$ cat config.mk
export PLATFORM = sky130hd
export DESIGN_NAME = layer_mem_sequencer
export DESIGN_NICKNAME = d
export VERILOG_FILES = /design/src/rtl/layer_mem_sequencer_pkg.sv /design/src/rtl/layer_mem_sequencer_mem_port_arb.sv /design/src/rtl/layer_mem_sequencer.sv
export SDC_FILE = /design/constraint.sdc
export NUM_CORES = 1
export LEC_CHECK = 0
export CAP_MARGIN = 15
export CORE_UTILIZATION = 35
export CTS_CLUSTER_DIAMETER = 50
export DETAILED_ROUTE_END_ITERATION = 10
export GPL_TIMING_DRIVEN = 0
export PLACE_DENSITY = 0.74
export SLEW_MARGIN = 0
export SYNTH_ARGS = -nofsm -noshare
export SYNTH_HDL_FRONTEND = slang
export SYNTH_SLANG_ARGS = --single-unit
$ cat constraint.sdc
create_clock -name clk -period 3.65 [get_ports clk]
set_input_delay 0.73 -clock clk [delete_from_list [all_inputs] [get_ports clk]]
set_output_delay 0.73 -clock clk [all_outputs]
set_load 0.02 [all_outputs]
$ cat src/rtl/layer_mem_sequencer_pkg.sv
// Shared definitions for the layer memory sequencer: FSM encoding, index width helper
// and the macro that picks channel idx out of a flattened per-channel bus.
`ifndef LAYER_MEM_SEQUENCER_PKG_SV
`define LAYER_MEM_SEQUENCER_PKG_SV

`define LMS_SLICE(bus, idx, w) bus[(idx)*(w) +: (w)]

package layer_mem_sequencer_pkg;

  typedef enum logic [1:0] {
    ST_IDLE  = 2'd0,
    ST_START = 2'd1,
    ST_RUN   = 2'd2,
    ST_FIN   = 2'd3
  } seq_state_t;

  // Width of the active-channel index; a single channel still needs one bit.
  function automatic int idx_width(input int n);
    return (n > 1) ? $clog2(n) : 1;
  endfunction

endpackage

`endif

$ cat src/rtl/layer_mem_sequencer_mem_port_arb.sv
// Grant and conflict logic for the single active channel, plus the registered memory port.
// A write whose select differs from a concurrent read is stalled; the read always wins.
module layer_mem_sequencer_mem_port_arb #(
  parameter int AW = 12,
  parameter int DW = 20,
  parameter int SW = 3
) (
  input  logic          clk,
  input  logic          reset,
  input  logic          en,
  input  logic          rd_req,
  input  logic          wr_req,
  input  logic [AW-1:0] rd_addr,
  input  logic [AW-1:0] wr_addr,
  input  logic [DW-1:0] wr_data,
  input  logic [SW-1:0] rd_sel,
  input  logic [SW-1:0] wr_sel,
  output logic          rd_gnt,
  output logic          wr_gnt,
  output logic          cwr,
  output logic [AW-1:0] caddr_wr,
  output logic [DW-1:0] cdata_wr,
  output logic          crd,
  output logic [AW-1:0] caddr_rd,
  output logic [SW-1:0] csel
);

  logic          cwr_reg;
  logic          crd_reg;
  logic [AW-1:0] caddr_wr_reg;
  logic [DW-1:0] cdata_wr_reg;
  logic [AW-1:0] caddr_rd_reg;
  logic [SW-1:0] csel_reg;

  assign rd_gnt = en & rd_req;
  assign wr_gnt = en & wr_req & (~rd_req | (rd_sel == wr_sel));

  always_ff @(posedge clk) begin
    if (reset) begin
      cwr_reg      <= 1'b0;
      crd_reg      <= 1'b0;
      caddr_wr_reg <= '0;
      cdata_wr_reg <= '0;
      caddr_rd_reg <= '0;
      csel_reg     <= '0;
    end else begin
      cwr_reg <= wr_gnt;
      crd_reg <= rd_gnt;
      if (wr_gnt) begin
        caddr_wr_reg <= wr_addr;
        cdata_wr_reg <= wr_data;
      end
      if (rd_gnt) begin
        caddr_rd_reg <= rd_addr;
      end
      // Read select has priority; it equals wr_sel anyway when both are granted.
      if (rd_gnt) begin
        csel_reg <= rd_sel;
      end else if (wr_gnt) begin
        csel_reg <= wr_sel;
      end
    end
  end

  assign cwr      = cwr_reg;
  assign crd      = crd_reg;
  assign caddr_wr = caddr_wr_reg;
  assign cdata_wr = cdata_wr_reg;
  assign caddr_rd = caddr_rd_reg;
  assign csel     = csel_reg;

endmodule

$ cat src/rtl/layer_mem_sequencer.sv
// Starts NCH compute layers in order, gives the running layer the shared memory port,
// and records sticky errors for requests or done pulses from channels that are not running.
module layer_mem_sequencer
  import layer_mem_sequencer_pkg::*;
#(
  parameter int NCH = 3,
  parameter int AW  = 12,
  parameter int DW  = 20,
  parameter int SW  = 3
) (
  input  logic              clk,
  input  logic              reset,
  input  logic              ready,
  output logic              busy,
  output logic [NCH-1:0]    ch_start,
  input  logic [NCH-1:0]    ch_done,
  input  logic [NCH-1:0]    wr_req,
  input  logic [NCH*AW-1:0] wr_addr,
  input  logic [NCH*DW-1:0] wr_data,
  input  logic [NCH*SW-1:0] wr_sel,
  input  logic [NCH-1:0]    rd_req,
  input  logic [NCH*AW-1:0] rd_addr,
  input  logic [NCH*SW-1:0] rd_sel,
  output logic [NCH-1:0]    wr_gnt,
  output logic [NCH-1:0]    rd_gnt,
  output logic              cwr,
  output logic [AW-1:0]     caddr_wr,
  output logic [DW-1:0]     cdata_wr,
  output logic              crd,
  output logic [AW-1:0]     caddr_rd,
  output logic [SW-1:0]     csel,
  output logic [1:0]        err
);

  localparam int KW = idx_width(NCH);

  seq_state_t     state_reg;
  logic [KW-1:0]  k_reg;
  logic           busy_reg;
  logic [NCH-1:0] ch_start_reg;
  logic [1:0]     err_reg;

  logic [NCH-1:0] k_onehot;
  logic [NCH-1:0] active_mask;
  logic           run_active;
  logic           done_k;
  logic           req_stray;
  logic           done_stray;

  logic           sel_rd_req;
  logic           sel_wr_req;
  logic [AW-1:0]  sel_rd_addr;
  logic [AW-1:0]  sel_wr_addr;
  logic [DW-1:0]  sel_wr_data;
  logic [SW-1:0]  sel_rd_sel;
  logic [SW-1:0]  sel_wr_sel;
  logic           gnt_rd;
  logic           gnt_wr;

  genvar gi;
  generate
    for (gi = 0; gi < NCH; gi++) begin : g_onehot
      assign k_onehot[gi] = (k_reg == KW'(gi));
    end
  endgenerate

  assign run_active  = (state_reg == ST_RUN);
  assign active_mask = run_active ? k_onehot : '0;
  assign done_k      = |(ch_done & k_onehot);
  assign req_stray   = |((rd_req | wr_req) & ~active_mask);
  assign done_stray  = |(ch_done & ~active_mask);

  // Route the active channel's request fields to the arbiter.
  always_comb begin
    sel_rd_req  = 1'b0;
    sel_wr_req  = 1'b0;
    sel_rd_addr = '0;
    sel_wr_addr = '0;
    sel_wr_data = '0;
    sel_rd_sel  = '0;
    sel_wr_sel  = '0;
    for (int i = 0; i < NCH; i++) begin
      if (k_onehot[i]) begin
        sel_rd_req  = rd_req[i];
        sel_wr_req  = wr_req[i];
        sel_rd_addr = `LMS_SLICE(rd_addr, i, AW);
        sel_wr_addr = `LMS_SLICE(wr_addr, i, AW);
        sel_wr_data = `LMS_SLICE(wr_data, i, DW);
        sel_rd_sel  = `LMS_SLICE(rd_sel, i, SW);
        sel_wr_sel  = `LMS_SLICE(wr_sel, i, SW);
      end
    end
  end

  layer_mem_sequencer_mem_port_arb #(
    .AW(AW),
    .DW(DW),
    .SW(SW)
  ) u_arb (
    .clk      (clk),
    .reset    (reset),
    .en       (run_active),
    .rd_req   (sel_rd_req),
    .wr_req   (sel_wr_req),
    .rd_addr  (sel_rd_addr),
    .wr_addr  (sel_wr_addr),
    .wr_data  (sel_wr_data),
    .rd_sel   (sel_rd_sel),
    .wr_sel   (sel_wr_sel),
    .rd_gnt   (gnt_rd),
    .wr_gnt   (gnt_wr),
    .cwr      (cwr),
    .caddr_wr (caddr_wr),
    .cdata_wr (cdata_wr),
    .crd      (crd),
    .caddr_rd (caddr_rd),
    .csel     (csel)
  );

  assign rd_gnt = gnt_rd ? k_onehot : '0;
  assign wr_gnt = gnt_wr ? k_onehot : '0;

  always_ff @(posedge clk) begin
    if (reset) begin
      state_reg    <= ST_IDLE;
      k_reg        <= '0;
      busy_reg     <= 1'b0;
      ch_start_reg <= '0;
      err_reg      <= 2'b00;
    end else begin
      ch_start_reg <= '0;
      err_reg      <= err_reg | {done_stray, req_stray};
      case (state_reg)
        ST_IDLE: begin
          if (ready) begin
            state_reg    <= ST_START;
            k_reg        <= '0;
            busy_reg     <= 1'b1;
            ch_start_reg <= NCH'(1);
          end
        end
        ST_START: begin
          state_reg <= ST_RUN;
        end
        ST_RUN: begin
          if (done_k) begin
            if (k_reg == KW'(NCH - 1)) begin
              state_reg <= ST_FIN;
            end else begin
              // The start pulse for the next layer is issued together with entering START.
              k_reg        <= k_reg + KW'(1);
              state_reg    <= ST_START;
              ch_start_reg <= k_onehot << 1;
            end
          end
        end
        ST_FIN: begin
          state_reg <= ST_IDLE;
          busy_reg  <= 1'b0;
        end
        default: begin
          state_reg <= ST_IDLE;
        end
      endcase
    end
  end

  assign busy     = busy_reg;
  assign ch_start = ch_start_reg;
  assign err      = err_reg;

endmodule

### Word level (Yosys, flattened, before mapping)

Index checks and enable logic that the tools add are counted.

* word-level logic and storage cells: 83
* register bits after elaboration: 59
* input port bits: 162
* output and inout port bits: 61

* add/subtract/negate cells: 1
* equality and inequality tests: 9
* bitwise operators: 11
* reduce and logical (&&, ||, !) cells: 11
* muxes and demuxes: 40

Operators with widths (number)
* $mux 12: 6
* $mux 20: 3
* $mux 3: 13
* $mux 2: 6
* $and 3x3->3: 3
* $reduce_or 3->1: 3
* $mux 1: 8
* $pmux 2 s4: 1
* $eq 2x2->1 const B: 3
* $pmux 3 s2: 1
* $reduce_bool 2->1: 3
* $eq 2x1->1 const B: 2
* $logic_not 2->1: 2
* $ne 2x2->1 const B: 2
* $pmux 2 s2: 1
* $reduce_and 2->1: 2
* $reduce_and 4->1: 1
* $and 1x1->1: 3
* $eq 3x3->1: 1
* $not 3->3: 1
* $or 3x3->3: 1
* $add 2x1->2 const B: 1
* $ne 2x1->1 const B: 1
* $or 2x2->2: 1
* other kinds (3): 3

### Logic depth before layout (Yosys ltp)

* word-level depth: 9
* depth in mapped cells: 10
* mapped depth without buffers: 7

### By module

Synthesis repeated with hierarchy kept, for this count alone.

* cell total of the unflattened synthesis: 461
* area, all modules: 3631.0 sq um

By module, submodules not included
* layer_mem_sequencer_mem_port_arb: times used 1, area each 2123.3 sq um, seq. area each 980.9 sq um, cells each 218
* layer_mem_sequencer: times used 1, area each 1507.7 sq um, seq. area each 200.2 sq um, cells each 243

### Worst setup path after synthesis

No wires, ideal clock.

* path type: input-to-output
* from: input port wr_req[0]
* to: output port wr_gnt[1]
* data required time: 2.920 ns
* slack: 0.866 ns
* arrival: 2.054 ns
* cell stages on the path: 6
* buffers on the path: 1
* cells stage by stage: nand3b_1 -> a221oi_4 -> and2_1 -> a41oi_4 -> buf_6 -> nor2b_1

* cells in the longest elaborated chain, start to end: 6

Ends and longest elaborated chain
* start: declaration: line layer_mem_sequencer.sv:17 `input logic [NCH-1:0] wr_req,`
* $mux 1 (3 in a row): line layer_mem_sequencer.sv:83 `if (k_onehot[i]) begin`
* $and 1x1->1 (2 in a row): line layer_mem_sequencer_mem_port_arb.sv:36 `assign wr_gnt = en & wr_req & (~rd_req | (rd_sel == wr_sel));`
* $mux 3: line layer_mem_sequencer.sv:121 `assign wr_gnt = gnt_wr ? k_onehot : '0;`
* end: declaration: line layer_mem_sequencer.sv:24 `output logic [NCH-1:0] wr_gnt,`

Every way passes these cells.

### Worst setup path in the final report

* from: register k_reg[0]
* to: output port rd_gnt[0]

* cells in the longest elaborated chain, start to end: 6
* elaborated cells between the ends (all ways): 8
* classes of those cells: 2 x eq/ne; 4 x mux; 1 x bitwise; 1 x reduce/logical

Ends and longest elaborated chain
* start: declaration: line layer_mem_sequencer.sv:38 `logic [KW-1:0] k_reg;`
* start signal: assignment: line layer_mem_sequencer.sv:151 `k_reg <= k_reg + KW'(1);`
* $logic_not 2->1: line layer_mem_sequencer.sv:63 `assign k_onehot[gi] = (k_reg == KW'(gi));`
* $mux 1 (3 in a row): line layer_mem_sequencer.sv:83
* $and 1x1->1: line layer_mem_sequencer_mem_port_arb.sv:35 `assign rd_gnt = en & rd_req;`
* $mux 3 (*): line layer_mem_sequencer.sv:120 `assign rd_gnt = gnt_rd ? k_onehot : '0;`
* end: declaration: line layer_mem_sequencer.sv:25 `output logic [NCH-1:0] rd_gnt,`

Every way passes the cells marked *; elsewhere a longest branch is shown, timed or not.

==> results.md <==
* LEAKAGE at 2.652 nW
* Core Region at 10890 sq um
* Clock network power share at 0.373
* Via count at 4413
* Worst hold path type: flop to flop
* Global-route wire length before repair at 22380 um
* Reg2reg setup slack at 1130 ps
* Met3 wire len at 871 um
* Metal2 WL at 7037 um
* CTS tree: done
* Logic pwr share at 0.255
* WL final at 14540 um
* Netlist cell types at 39
* Post-DP HPWL at 11300 um
* Sw power at 0.4731 mW
* Final min period at 3479 ps
* Clk pin slew, worst setup/hold paths at 70 ps
* Critical path buffers and inverters at 4
* Slew Limit Headroom at 0.6053
* Initial antenna violation count at 0
* Initial DRC Count at 216
* Status: finished, final reports clean
* CP delay by family, top: buffers and inverters
* Gr ovfl total at 0
* Tot Pwr at 1.812 mW
* Avg Vias per Cell at 5.061
* Layout Nets at 895
* Required time worst endpoint at 2920 ps
* Seq pwr share at 0.373
* Pre-antenna DRT Iters at 4
* Fmax at 287.5 MHz
* Drt wl/cell at 16.67 um
* Synthesized cell area at 3934 sq um
* Share of cells above drive strength 1 at 0.09699
* Clock buffer depth at 2
* Fillers at 1015
* Commonest non-fill, non-tap cells in the layout: 218 x clkdlybuf4s50_1, 88 x a21oi_1, 59 x dfxtp_1
* Clock Root Buffer: clkbuf_8
* Htree depth at 3
* MaxCap Viol Count at 0
* Pwr dens at 275.5 nW/um^2
* Setup Skew at 5.706 ps
* Max-slew violation count at 0
* Fin worst setup slack at 171.3 ps
* N_diodes at 0
* Highest routed layer: met4
* Largest register FFs at 20
* GRT Util Overall at 0.2505
* Die H at 108.0 um
* Row Count at 38
* Largest net degree at the start of global routing at 20
* Yosys warnings at 0
* Crit path kind: flop to output port
* Die Footprint at 11670 sq um
* Most common cell after layout, fill and taps aside: clkdlybuf4s50_1
* I/O Pins at 223
* TNS Setup at 0 ps
* Worst Setup End Kind: output port
* Int Power at 1.339 mW
* Synthesized instance count at 493
* Vias in the first global route at 4550
* GP Congestion at 0.8582
* Metal1 wirelength at 6104 um
* Tcrit/Tclk final at 0.9531
* Switching Share at 0.2611
* Pre-CTS worst setup slack at -308.4 ps
* Clk_lat worst skew at 350 ps
* CP arrival at 2750 ps
* Final setup vio count at 0
* CTS Sinks at 59
* Ordered cell list for the critical path: inv_1 > ha_1 > clkbuf_2 > and3b_1 > o31ai_2 > nand2b_1 > clkbuf_4 > nor2_1 > clkdlybuf4s50_1
* Launching element type of the critical path: flop
* Port Buf Inserts at 221
* #FFs+latches synth at 59
* Max incr delay on CP at 540 ps
* Initial Util at 0.3613
* Crit-path max FO at 10
* Num CTS Buffers at 9
* Worst vdd ir at 154.9 uV
* Syn avg cell area at 7.979 sq um
* Final Hold Viols at 0
* Area Overhead vs Synth at 67.18%
* Final ANT Viol Nets at 0
* Post-synthesis sequential area ratio at 0.3003
* RSZ-0062 raised after global routing: false
* Die X at 108.0 um
* Post-Syn Nets at 660
* DRC at 0
* Slew @ Worst Pin at 592.0 ps
* CP max-delay cell: clkdlybuf4s50_1
## metal layers
layer,vias to the layer above,GRT usage
met5,-,0
met4,0,0.1252
met3,36,0.05546
met2,159,0.4536
met1,2061,0.2730
li1,2157,-
## final cells by class
cell class                      count  area (sq um)  area share
Clock inverter                      5         77.57     0.01180
Timing Repair Buffer              225          2238      0.3404
Tap cell                          140         175.2     0.02664
Multi-Input combinational cell    382          2516      0.3826
Sequential cell                    59          1181      0.1796
Buffer                             44         224.0     0.03406
Clock buffer                       10         137.6     0.02093
Inverter                            7         26.28    0.003995
## tightest hold or removal path, delay by kind of cell (launching register included)
family,cells,cell delay [ps]
DFF,1,320
and+or+nand+nor,1,50
AOI/OAI and AO/OA,1,50
## power by group through the flow
stage                     combinational [mW]  clock (mW)  sequential [mW]
after floorplan                        0.181           0            0.709
after global placement                 0.450           0            0.688
after detailed placement               0.456           0            0.689
after CTS                              0.462       0.687            0.675
after global routing                   0.498       0.716            0.677
final                                  0.461       0.676            0.675
## cell families after synthesis
family                   Yosys count  share of synthesized area
buffers and inverters             52                    0.06202
adder cells (fa/ha/maj)            5                    0.01590
XOR/XNOR                           3                   0.006681
multiplexers                      48                     0.1549
AND/OR/NAND/NOR                  205                     0.2834
AO/OA/AOI/OAI                    121                     0.1768
flip-flops                        59                     0.3003
## repair_timing
action	4_1_cts	5_1_grt
resized for setup	8	3
hold buffers	0	0
setup buffers	4	0
endpoints found under the setup margin	5	2
cloned	0	0
pin swaps	2	0
## cells in the mapped netlist (all sizes together)
cell     n  area, sq um
ha       5        62.56
a221oi   3        43.80
a41oi    2        36.29
mux2    31        439.2
buf     18        115.1
a211o    2        17.52
and3b   12        105.1
mux2i   17        170.2
clkbuf  27        102.6
nand3b  37        290.3
nor2b   40        250.2
inv      7        26.28
o21ai   17        85.08
nor3b    1        7.510
or2      1        6.260
xnor2    3        26.28
nor3     1        5.000
a211oi   3        22.52
and3     1        6.260
o31ai    1        7.510
nand2b   7        43.79
nand3    1        5.000
dfxtp   59         1181
a21oi   90        457.9
nor2    53        198.9
a222oi   1        10.01
a22oi    2        15.01
and2     2        12.51
nand2   49        183.9
## metrics by stage
| stage | area (sq um) | instances | util | hold WS (ps) |
|---|---|---|---|---|
| 2_1_floorplan | 3934 | 493 | - | 483.1 |
| 3_3_place_gp | 6321 | 854 | 0.5806 | 447.8 |
| 3_5_place_dp | 6321 | 854 | 0.5806 | 456.3 |
| 4_1_cts | 6573 | 872 | 0.6037 | 468.4 |
| 5_1_grt | 6576 | 872 | 0.6040 | 512.6 |
| 6_report | 6576 | 872 | 0.6040 | 465.6 |
## path summary, 6_finish.rpt
check                                            from                        endpoint  cells after the start
worst max-delay path            k_reg[0]$_SDFFE_PP0P_                       rd_gnt[0]                      9
worst min-delay path                busy$_SDFFE_PP0P_               busy$_SDFFE_PP0P_                      2
worst max register to register  k_reg[0]$_SDFFE_PP0P_  u_arb.caddr_wr[7]$_SDFFE_PP0P_                     10
worst min register to register      busy$_SDFFE_PP0P_               busy$_SDFFE_PP0P_                      2
Power figures use the tool's default switching activity.
